==> src/rtl/rename_table.sv <==
// Register alias table: tracks, per architectural register, whether the newest
// producer is still in the ROB and which ROB entry it is; feeds dispatch operand steering.
module rename_table #(
  parameter int ARF_N_ENTRIES = 32,
  parameter int ROB_N_ENTRIES = 16,
  localparam int AW = $clog2(ARF_N_ENTRIES),
  localparam int RW = $clog2(ROB_N_ENTRIES)
) (
  input  logic          clk,
  input  logic          rst,
  input  logic [AW-1:0] src1_arf_id,
  output logic          src1_renamed,
  output logic [RW-1:0] src1_rob_id,
  input  logic [AW-1:0] src2_arf_id,
  output logic          src2_renamed,
  output logic [RW-1:0] src2_rob_id,
  input  logic          dispatch_fire,
  input  logic          dispatch_dst_valid,
  input  logic [AW-1:0] dispatch_dst_arf_id,
  input  logic [RW-1:0] dispatch_rob_id,
  input  logic          retire,
  input  logic [AW-1:0] retire_arf_id,
  input  logic [RW-1:0] retire_rob_id,
  input  logic          flush,
  output logic [AW:0]   n_renamed
);

  logic [ARF_N_ENTRIES-1:0] v_q, v_d;
  logic [RW-1:0]            tag_q [ARF_N_ENTRIES];
  logic [RW-1:0]            tag_d [ARF_N_ENTRIES];
  logic [AW:0]              n_renamed_q, n_renamed_d;

  logic rename_hit;
  logic release_hit;
  logic cnt_inc;
  logic cnt_dec;

  // Lookups see only the state before this edge; x0 is hardwired to "not renamed".
  assign src1_renamed = (src1_arf_id != '0) && v_q[src1_arf_id];
  assign src1_rob_id  = tag_q[src1_arf_id];
  assign src2_renamed = (src2_arf_id != '0) && v_q[src2_arf_id];
  assign src2_rob_id  = tag_q[src2_arf_id];
  assign n_renamed    = n_renamed_q;

  assign rename_hit  = dispatch_fire && dispatch_dst_valid && (dispatch_dst_arf_id != '0);
  assign release_hit = retire && (retire_arf_id != '0) && v_q[retire_arf_id]
                       && (tag_q[retire_arf_id] == retire_rob_id);

  // A release on the register being renamed this cycle is absorbed by the rename.
  assign cnt_inc = rename_hit && !v_q[dispatch_dst_arf_id];
  assign cnt_dec = release_hit && !(rename_hit && (dispatch_dst_arf_id == retire_arf_id));

  always_comb begin
    // NOTE: every output of this block gets a default first so no path leaves it unassigned (no latch).
    v_d         = v_q;
    tag_d       = tag_q;
    n_renamed_d = n_renamed_q;
    if (flush) begin
      v_d         = '0;
      n_renamed_d = '0;
    end else begin
      if (release_hit) v_d[retire_arf_id] = 1'b0;
      if (rename_hit) begin
        v_d[dispatch_dst_arf_id]   = 1'b1;
        tag_d[dispatch_dst_arf_id] = dispatch_rob_id;
      end
      n_renamed_d = n_renamed_q + (AW+1)'(cnt_inc) - (AW+1)'(cnt_dec);
    end
  end

  // NOTE: sequential state is written with non-blocking assignments only.
  always_ff @(posedge clk) begin
    if (rst) begin
      v_q         <= '0;
      n_renamed_q <= '0;
    end else begin
      v_q         <= v_d;
      n_renamed_q <= n_renamed_d;
    end
  end

  // NOTE: tags are storage qualified by v_q, so they carry no reset.
  always_ff @(posedge clk) begin
    tag_q <= tag_d;
  end

endmodule

==> config.mk <==
export PLATFORM = sky130hd
export DESIGN_NAME = rename_table
export DESIGN_NICKNAME = d
export VERILOG_FILES = /design/src/rtl/rename_table.sv
export SDC_FILE = /design/constraint.sdc
export NUM_CORES = 1
export LEC_CHECK = 0
export CORE_ASPECT_RATIO = 1.25
export CORE_MARGIN = 1
export CORE_UTILIZATION = 25
export DETAILED_ROUTE_END_ITERATION = 7
export PLACE_DENSITY = 0.4
export SYNTH_ARGS = -nofsm -noshare
export SYNTH_HDL_FRONTEND = slang
export SYNTH_SLANG_ARGS = --single-unit
==> constraint.sdc <==
create_clock -name clk -period 6.4 [get_ports clk]
set_clock_uncertainty 0.1 [all_clocks]
set_input_delay 0.96 -clock clk [delete_from_list [all_inputs] [get_ports clk]]
set_output_delay 0.96 -clock clk [all_outputs]
set_load 0.005 [all_outputs]
==> flow_metrics.env <==
export IMPL_m1WireLength_mm=14.8
export IMPL_design_core_area_mm2=0.0401
export IMPL_critPathCaptureType="flop"
export IMPL_critical_path_slowest_cell="clkdlybuf4s50_1"
export IMPL_drive_above_1_share_pct=28.0
export IMPL_synth_area_leaders="edfxtp_1, mux4_2, dfxtp_1"
export IMPL_globalplace_congestion=0.821
export IMPL_critical_path_class="in2reg"
export IMPL_hold_viol=0
export IMPL_leakage_nw=3.72
export IMPL_avgSynthCellArea_um2=14.1
export IMPL_cts_max_level=4
export IMPL_netlist_cell_type_count=54
export IMPL_clk_pin_slew_ns=0.07
export IMPL_setup_viol=0
export IMPL_drt_first_iter_violations=530
export IMPL_initial_utilization_pct=25.4
export IMPL_synthFlopType="edfxtp_1"
export IMPL_async_reset_ff_share_pct=0
export IMPL_area_growth_pct=16.1
export IMPL_finalCriticalPeriod_ns=5.38
export IMPL_max_slew_margin_rel_pct=20.3
export IMPL_ys_warn_count=0
export IMPL_clkSinkCount=166
export IMPL_cp_max_fo=25
export IMPL_nNetsFinal=793
export IMPL_synth_edf_count=128
export IMPL_cp_cell_sequence="clkdlybuf4s50_1 -> or4bb_1 -> o22ai_1 -> nor4_1 -> and3_1 -> or4_4 -> nor3_1 -> ha_1 -> inv_1 -> ha_1 -> a21o_1 -> a21oi_1 -> o21bai_1 -> a21oi_1 -> xnor2_1 -> nor2_1"
export IMPL_io_buffer_count=49
export IMPL_grt_pass1_wl_mm=50.7
export IMPL_pre_cts_slack_ns=0.583
export IMPL_overflow=0
export IMPL_synth_area_leader_cell="edfxtp_1"
export IMPL_cts_hold_buf=0
export IMPL_multi_input_area_mm2=0.00525
export IMPL_antenna_found_initial=0
export IMPL_n_antenna_cell=0
export IMPL_cts_resized=0
export IMPL_cts_root_buf="clkbuf_16"
export IMPL_status="complete, no violations"
export IMPL_fin_util_pct=29.5
export IMPL_synth_seq_cells=166
export IMPL_cp_data_arrival_time_ns=5.60
export IMPL_highest_layer="met4"
export IMPL_dp_hpwl_mm=25.7
export IMPL_setup_ws_ns=1.02
export IMPL_grt_max_degree=42
export IMPL_fp_row_count=82
export IMPL_netlist_area_mm2=0.0102
export IMPL_fmax_ghz=0.186
export IMPL_fillers=4013
export IMPL_clk_latency_ns=0.44
export IMPL_drc=0
export IMPL_required_ns=6.62
export IMPL_grt_usage_pct=17.2
export IMPL_post_place_cells=1279
export IMPL_wl_met2_mm=18.1
export IMPL_vias_per_cell=5.20
export IMPL_power_density_mw_per_mm2=215
export IMPL_synth_seq_area_share_pct=45.1
export IMPL_hp_class="reg2reg"
export IMPL_cts_buffers=17
export IMPL_io_pins=50
export IMPL_wl_met3_mm=1.10
export IMPL_fp_dieH_um=228
export IMPL_cp_start_kind="input port"
export IMPL_rsz0062_at_grt="false"
export IMPL_num_vias=6815
export IMPL_cts_setup_buffers=0
export IMPL_max_stage_delay_ns=1.01
export IMPL_slew_violations=0
export IMPL_synth_cells=725
export IMPL_holdWs_ns=0.404
export IMPL_totalNegativeSetupSlack_ns=0
export IMPL_dieWidth_um=183
export IMPL_maxCapViolCount=0
export IMPL_drt_total_wl_mm=34.6
export IMPL_fin_crit_sh_pct=84.0
export IMPL_drt_wirelength_per_cell_um=26.4
export IMPL_tightest_slew_ns=1.19
export IMPL_ant_nets=0
export IMPL_synth_top_area_share_pct=37.7
export IMPL_cts_tree="yes"
export IMPL_stdcell_count=1311
export IMPL_cts_max_path_buffers=2
export IMPL_r2r_slack_ns=2.25
export IMPL_firstDrtPassIters=5
export IMPL_dieArea_mm2=0.0416
export IMPL_final_seq_area_mm2=0.00460
export IMPL_grt_pass1_vias=7049
export IMPL_ir_worst_vdd_v=0.000181
-- synth_stat cells (4+ instances only) --
| cell type | number |
|---|---|
| dfxtp_1 | 38 |
| nand4b_1 | 4 |
| nor3_1 | 18 |
| nor3b_1 | 4 |
| nand4_1 | 5 |
| o21ai_1 | 8 |
| nor4_1 | 5 |
| o21ai_0 | 10 |
| buf_2 | 11 |
| mux2_2 | 12 |
| nand2_1 | 32 |
| nand3b_1 | 4 |
| edfxtp_1 | 128 |
| a21oi_2 | 8 |
| buf_4 | 4 |
| a21oi_1 | 5 |
| ha_1 | 6 |
| and3_1 | 4 |
| xor2_1 | 5 |
| o22ai_1 | 39 |
| o22a_1 | 8 |
| a22oi_1 | 8 |
| or4bb_1 | 4 |
| nor2_1 | 52 |
| mux2i_1 | 48 |
| xnor2_1 | 5 |
| mux4_2 | 124 |
| nand3_1 | 19 |
| buf_6 | 5 |
| clkbuf_1 | 35 |
| buf_1 | 13 |
| inv_1 | 10 |
| nor2b_1 | 10 |
-- cell type report --
class / count / share of cell area (%)
inverters: 10 / 0.317
clock buffers: 24 / 4.52
multi-input cells: 484 / 44.4
clock inverters: 8 / 0.465
well taps: 546 / 5.77
flip-flops and latches: 166 / 38.9
repair buffers: 73 / 5.68
-- stage by stage --
stage,area (um2),power (mW)
2_1_floorplan,10200,1.40
3_3_place_gp,11300,1.53
3_5_place_dp,11300,1.53
4_1_cts,11800,2.57
5_1_grt,11800,2.63
6_report,11800,2.54
-- final timing paths --
check                   start           end  cells after the start
min reg2reg            v_q[0]        v_q[0]                      1
min                    v_q[0]        v_q[0]                      1
max          retire_arf_id[2]  n_renamed[5]                     16
max reg2reg         tag_q[64]  n_renamed[5]                     15
-- sequential cells by signal, indices dropped and copies added, names as in the netlist --
register	flops
v_q	32
tag_q	128
n_renamed	6
-- kinds of logic (layout without fill, tap and decap cells) --
logic type | count (synthesis) | after routing | share of synthesized area, %
AO/OA/AOI/OAI | 94 | 94 | 6.11
AND/OR/NAND/NOR | 184 | 184 | 9.86
other | 1 | 4 | 0.0368
adder cells (fa/ha/maj) | 7 | 7 | 0.932
XOR/XNOR | 11 | 11 | 1.02
buffers and inverters | 78 | 115 | 3.52
flip-flops | 166 | 166 | 45.1
multiplexers | 184 | 184 | 33.4
-- report_power, final --
| part | total, mW | internal (mW) | switching [mW] |
|---|---|---|---|
| Combinational | 0.334 | 0.148 | 0.186 |
| Sequential | 1.17 | 1.17 | 0.00473 |
| Clock | 1.04 | 0.589 | 0.447 |
| Total | 2.54 | 1.90 | 0.638 |
-- layer usage --
metal | global-route usage, % | up-vias
met5 | 0 | -
met1 | 22.2 | 3597
met4 | 4.70 | 0
met2 | 30.1 | 171
li1 | - | 3021
met3 | 2.27 | 26
-- critical path: cells and delay by family --
family | cells | cell delay (ns)
fa+ha+maj | 2 | 0.52
buf+inv | 2 | 1.06
compound gates | 5 | 0.88
simple gates | 6 | 2.04
xor+xnor | 1 | 0.13
-- placed cells by master (no fill, tap or decap), types with 6 or more instances in the layout --
cell type / instances
clkdlybuf4s50_1: 44
nor2b_1: 10
o21ai_0: 10
buf_4: 23
o22ai_1: 39
o22a_1: 8
clkbuf_16: 20
o21ai_1: 8
nand2_1: 32
mux2i_1: 48
nand3_1: 19
mux2_2: 12
a21oi_2: 8
ha_1: 6
a22oi_1: 8
mux4_2: 124
inv_1: 10
dfxtp_1: 38
edfxtp_1: 128
nor3_1: 18
nor2_1: 51
Note: power is estimated with default switching activity, not from simulation.
